===== src/rtl/shift_out_pkg.sv =====
// Shared definitions for the shift_out_reg serialiser: FSM state encoding
// and the default frame width.
package shift_out_pkg;

    localparam int unsigned SHIFT_OUT_DEFAULT_WIDTH = 8;

    typedef enum logic [1:0] {
        IDLE  = 2'd0,
        SHIFT = 2'd1,
        DONE  = 2'd2
    } shift_out_state_e;

endpackage : shift_out_pkg


===== src/rtl/shift_out_reg_bit_counter.sv =====
// Frame bit counter for shift_out_reg. Clears on clr, counts on inc, and
// flags the terminal count LAST. Sized by the parent so it never wraps
// within a frame.
module bit_counter #(
    parameter int unsigned     CW   = 4,
    parameter logic [CW-1:0]   LAST = '1
) (
    input  logic clk,
    input  logic rst,
    input  logic clr,
    input  logic inc,
    output logic tc
);

    logic [CW-1:0] count;

    // Count register: reset and clear take priority over increment.
    always_ff @(posedge clk) begin
        if (rst || clr) begin
            count <= '0;
        end else if (inc) begin
            count <= count + CW'(1);
        end
    end

    assign tc = (count == LAST);

endmodule : bit_counter


===== src/rtl/shift_out_reg.sv =====
// Parallel-in, serial-out frame transmitter (LSB first).
// Optional feature macro: SHIFT_OUT_PARITY_EN appends one even-parity bit
// (XOR of the captured word) after the data bits.
module shift_out_reg
    import shift_out_pkg::*;
#(
    parameter int unsigned WIDTH = SHIFT_OUT_DEFAULT_WIDTH
) (
    input  logic             clk,
    input  logic             rst,
    input  logic             load,
    input  logic [WIDTH-1:0] d,
    output logic             ready,
    output logic             sout,
    output logic             sout_valid,
    output logic             done
);

`ifdef SHIFT_OUT_PARITY_EN
    localparam int unsigned FLEN = WIDTH + 1;
`else
    localparam int unsigned FLEN = WIDTH;
`endif
    localparam int unsigned   CW   = $clog2(FLEN + 1);
    localparam logic [CW-1:0] LAST = CW'(FLEN - 1);

    shift_out_state_e state, state_nxt;
    logic [FLEN-1:0]  sreg;
    logic             accept;
    logic             inc;
    logic             tc;

    // The parity bit is stored as the MSB of the frame register so it falls
    // out of bit 0 right after d[WIDTH-1] with no extra muxing.
    logic [FLEN-1:0]  frame;
`ifdef SHIFT_OUT_PARITY_EN
    assign frame = {^d, d};
`else
    assign frame = d;
`endif

    bit_counter #(
        .CW   (CW),
        .LAST (LAST)
    ) u_bit_counter (
        .clk (clk),
        .rst (rst),
        .clr (accept),
        .inc (inc),
        .tc  (tc)
    );

    // State register; reset overrides every transition.
    always_ff @(posedge clk) begin
        if (rst) begin
            state <= IDLE;
        end else begin
            state <= state_nxt;
        end
    end

    // Frame register: capture on accept, shift right while transmitting.
    always_ff @(posedge clk) begin
        if (rst) begin
            sreg <= '0;
        end else if (accept) begin
            sreg <= frame;
        end else if (inc) begin
            sreg <= {1'b0, sreg[FLEN-1:1]};
        end
    end

    // Next-state and output decode.
    always_comb begin
        state_nxt  = state;
        ready      = 1'b0;
        sout       = 1'b0;
        sout_valid = 1'b0;
        done       = 1'b0;
        accept     = 1'b0;
        inc        = 1'b0;
        case (state)
            IDLE: begin
                ready = 1'b1;
                if (load) begin
                    accept    = 1'b1;
                    state_nxt = SHIFT;
                end
            end
            SHIFT: begin
                sout_valid = 1'b1;
                sout       = sreg[0];
                inc        = 1'b1;
                if (tc) begin
                    state_nxt = DONE;
                end
            end
            DONE: begin
                done      = 1'b1;
                state_nxt = IDLE;
            end
            default: begin
                state_nxt = IDLE;
            end
        endcase
    end

endmodule : shift_out_reg


===== config.mk =====
export PLATFORM = sky130hd
export DESIGN_NAME = shift_out_reg
export DESIGN_NICKNAME = d
export VERILOG_FILES = /design/src/rtl/shift_out_pkg.sv /design/src/rtl/shift_out_reg_bit_counter.sv /design/src/rtl/shift_out_reg.sv
export SDC_FILE = /design/constraint.sdc
export NUM_CORES = 1
export LEC_CHECK = 0
export ABC_AREA = 1
export CORE_MARGIN = 10
export CORE_UTILIZATION = 51
export CTS_BUF_LIST = sky130_fd_sc_hd__clkbuf_2
export DETAILED_ROUTE_END_ITERATION = 10
export GPL_ROUTABILITY_DRIVEN = 0
export GPL_TIMING_DRIVEN = 0
export PLACE_DENSITY = 0.77
export SLEW_MARGIN = 20
export SYNTH_ARGS = -nofsm -noshare
export SYNTH_HDL_FRONTEND = slang
export SYNTH_SLANG_ARGS = --single-unit

===== constraint.sdc =====
create_clock -name clk -period 1.2 [get_ports clk]
set_input_delay 0.24 -clock clk [delete_from_list [all_inputs] [get_ports clk]]
set_output_delay 0.24 -clock clk [all_outputs]
set_load 0.1 [all_outputs]

After elaboration in Yosys (flattened, before gate mapping)
Cells that the tools add are included.
{"block": "totals", "reg_bits": 14, "output_inout_bits": 4, "inputBits": 11, "word_cells": 24}
{"block": "classes", "addsub": 1, "n_eq_ne": 5, "reduce_logical": 4, "mux": 11}
{"op": "$mux W8", "count": 2}
{"op": "$mux W1", "count": 6}
{"op": "$add A4 B1 Y4 const B", "count": 1}
{"op": "$eq A4 B3 Y1 const B", "count": 1}
{"op": "$mux W2", "count": 2}
{"op": "$ne A2 B2 Y1 const B", "count": 2}
{"op": "$pmux W2 S2", "count": 1}
{"op": "$eq A2 B1 Y1 const B", "count": 1}
{"op": "$eq A2 B2 Y1 const B", "count": 1}
{"op": "$logic_not A2 Y1", "count": 1}
{"op": "$reduce_and A2 Y1", "count": 1}
{"op": "$reduce_bool A2 Y1", "count": 1}
{"op": "$logic_or A1 B1 Y1", "count": 1}

Logic depth before layout (Yosys ltp)
{"block": "depth", "depth_word": 4, "mapped_depth": 7, "ltp_nobuf": 6}

Cells and area by module
A second synthesis with hierarchy kept.
{"block": "hier_totals", "cells_unflattened": 105, "area_unflattened_um2": 704.4}
{"mod": "shift_out_reg", "n_inst": 1, "cells_each": 80, "area_per_inst_um2": 526.8}
{"mod": "bit_counter", "n_inst": 1, "cells_each": 25, "area_per_inst_um2": 177.7}

Worst setup path after synthesis
Ideal clock, no wire load.
{"block": "synth_timing", "kind": "flip-flop to output port", "start": "reg state[0]", "end": "out sout", "n_path_buf": 1, "t_required_ps": 960, "arrival_time_ps": 2485, "slack_ps": -1525, "stages_incl_launch_ff": 6, "path_cell_list": "dfxtp_1 buf_6 inv_4 nor2_4 inv_2 nor2_1"}
{"block": "synth_via", "elab_chain_cells": 2}
{"item": "from (decl)", "line_no": "shift_out_reg.sv:27", "rtl": "shift_out_state_e state, state_nxt;"}
{"item": "from (signal assigned)", "line_no": "shift_out_reg.sv:58", "rtl": "state <= state_nxt;"}
{"item": "$eq A2 B1 Y1", "line_no": "shift_out_reg.sv:82", "rtl": "case (state)"}
{"item": "$mux W1", "line_no": "shift_out_reg.sv:82"}
{"item": "to (decl)", "line_no": "shift_out_reg.sv:14", "rtl": "output logic sout,"}
Every way passes these cells.

Final worst setup path
Ends and elaborated chain as after synthesis.

==> results.md <==
- TritonCTS clock tree: built
- Maximum ir drop on the vdd rail: 0.7305 mV
- Total Die Area: 0.003336 mm²
- Worst min-delay path category: primary input to flip-flop
- Area growth from synthesis to final layout: 64.20%
- CTS H-Tree Depth: 1
- Yosys cell types: 17
- Required time at the endpoint of the critical path: 0.96 ns
- Vias per cell: 5.713
- First-pass detailed-route iteration total: 4
- Relative slew margins: 77.16%
- Crit path kind: flip-flop to output pin
- RSZ-0062 raised after global routing: yes
- Reported max-cap violation count: 0
- Pin count of the biggest net entering global routing: 11
- Final core utilization: 90.60%
- Pre-CTS setup slack: -1.097 ns
- CTS clk-pin slew, worst paths: 0.17 ns
- Detailed-route via count: 897
- Sequential cell area fraction in the yosys report: 38.55%
- Root buffer selected by CTS: sky130_fd_sc_hd__clkbuf_2
- Maximum fanout along the worst path: 2
- Violated checks: negative setup slack
- Post-Route WL: 2.830 mm
- Count of nets after finishing: 155
- Leakage component of the power: 0.5402 nW
- TritonCTS Buffers: 3
- Max-slew violation count: 0
- Worst-skew pair later-pin latency: 0.31 ns
- Total power per unit cell area: 976.4 mW/mm²
- Final ANT Viol Nets: 0
- Setup Total Neg Slack: -3.375 ns
- Synth warnings: 0
- Number of DRC violations after detailed routing: 0
- Count of endpoints failing setup in the final report: 17
- Final worst slack: -0.3123 ns
- Starting density of the core: 55.18%
- Average footprint of a synthesized cell: 6.794 µm²
- Area of the mapped netlist: 726.9 µm²
- Clock sink total: 14
- Port buffer count: 13
- Antenna violations before repair: 0
- Number of cells in the design after placement: 135
- Proportion of layout cells with a drive suffix above 1: 40.14%
- Final Hold Vio Count: 0
- Setup Skew: 0.009237 ns
- Worst endpoint data arrival time: 1.27 ns
- Worst-case clock buffer depth: 2
- Average routed wire per standard cell: 18.03 µm
- Die width: 57.76 µm
- Total routing resource utilization after global routing: 11.26%
- Area of the placeable core: 0.001318 mm²
- Synth Register Bits: 14
- Vias in the first global route: 712
- Wire length of the first global-routing pass: 3.111 mm
- Clock period minus worst slack: 1.512 ns
- Residual overflow from global routing: 0
- Nets in the synthesized netlist: 119
- Element type at the critical path start: flip-flop
- I/O pin total: 15
- Die span in y: 57.76 µm
- Post-route clock period utilization: 126.0%
- Diode insertion count for antenna repair: 0
- Max Freq: 0.6612 GHz
- Critical Path End Type: output pin
- Result of the run: finished, violations left
- DRC marker count from the first detailed-route iteration: 33
- Post-route non-filler standard cell count: 157
- Sum of net half-perimeters after detailed placement: 1.213 mm
- Gate count after technology mapping: 107
- Slew at the pin with the worst max-slew slack: 0.3426 ns
- Number of cell rows: 13
==> logic make-up (layout without fill, tap and decap cells) <==
| logic type | count (synthesis) | after routing | share of synthesized area (%) |
|---|---|---|---|
| AOI/OAI and AO/OA | 10 | 10 | 8.434 |
| buffers and inverters | 18 | 52 | 10.84 |
| and+or+nand+nor | 64 | 65 | 40.45 |
| DFF | 14 | 14 | 38.55 |
| adders and majority gates | 1 | 1 | 1.721 |
==> synthesized netlist by cell type (all sizes together) <==
library cell  instances  share of area [%]
a21oi                 9                6.2
buf                   2                2.2
clkbuf                1               0.52
dfxtp                14                 39
ha                    1                1.7
inv                  15                8.1
nand2                35                 19
nand3                15                 10
nor2                 12                8.3
nor3                  1                1.4
nor3b                 1                1.7
o21ai                 1                2.2
==> flip-flops by register name, summed over array words and instances, names as in the netlist <==
| signal | flops |
|---|---|
| sreg | 8 |
| state | 2 |
| u_bit_counter.count | 4 |
==> where the power goes <==
part           total, mW  switching (mW)  internal [mW]
clock network      0.260           0.188         0.0724
logic              0.396           0.219          0.177
registers          0.509          0.0196          0.490
total               1.17           0.427          0.739
==> layout make-up <==
type | count | area [µm²]
timing repair buffer | 30 | 316.6
inverter | 15 | 66.31
tap | 15 | 18.77
fill | 56 | 123.9
multi-input combinational | 76 | 460.4
clock buffer | 3 | 15.01
clock inverter | 1 | 3.754
buffer | 3 | 25.02
sequential | 14 | 287.8
==> layer usage <==
layer	global-route usage (%)	wire length, µm
met5	0	0
met4	6.040	155
met3	2.832	192
met2	17.79	1365
met1	13.56	1116
==> layout by cell type (no fill, tap or decap), types with 3 or more instances in the layout <==
cell	count
sky130_fd_sc_hd__a21oi_2	6
sky130_fd_sc_hd__buf_6	3
sky130_fd_sc_hd__buf_12	4
sky130_fd_sc_hd__inv_1	12
sky130_fd_sc_hd__nor2_1	7
sky130_fd_sc_hd__clkbuf_2	4
sky130_fd_sc_hd__a21oi_1	3
sky130_fd_sc_hd__nand2_2	7
sky130_fd_sc_hd__buf_4	13
sky130_fd_sc_hd__nand2_1	26
sky130_fd_sc_hd__nor2_4	4
sky130_fd_sc_hd__nand3_1	14
sky130_fd_sc_hd__clkdlybuf4s50_1	9
sky130_fd_sc_hd__dfxtp_1	12
==> timing repair <==
item / in CTS / in global routing
hold buffers: 0 / 0
cloned: 0 / 1
endpoints found under the setup margin: 4 / 14
pin swaps: 11 / 13
buffers inserted: 6 / 11
gates resized for setup: 45 / 22
==> path summary, 6_finish.rpt <==
path,cells after the start,slack (ns),start,to
worst max-delay path,6,-0.31,state[0]$_SDFFE_PP0P_,sout
worst min-delay path,3,0.41,load,state[0]$_SDFFE_PP0P_
worst max register to register,8,-0.22,state[0]$_SDFFE_PP0P_,sreg[0]$_SDFFE_PP0P_
worst min register to register,2,0.49,sreg[1]$_SDFFE_PP0P_,sreg[1]$_SDFFE_PP0P_
==> worst max-delay path: stages (launching register included) <==
cell and delay (ns):
sky130_fd_sc_hd__dfxtp_4 0.40, sky130_fd_sc_hd__buf_8 0.10, sky130_fd_sc_hd__inv_4 0.03, sky130_fd_sc_hd__nor2_4 0.09, sky130_fd_sc_hd__inv_2 0.06, sky130_fd_sc_hd__nor2_4 0.10
sky130_fd_sc_hd__buf_12 0.18
==> stage by stage <==
stage / hold WS [ns] / area [µm²] / power, mW
floorplan: 0.3826 / 748.2 / 0.6924
global placement: 0.4543 / 897.1 / 0.7570
detailed placement: 0.4636 / 897.1 / 0.7621
CTS: 0.3790 / 1027 / 1.032
global route: 0.3902 / 1194 / 1.202
finish: 0.4074 / 1194 / 1.165
Note: power is estimated with default switching activity, not from simulation.
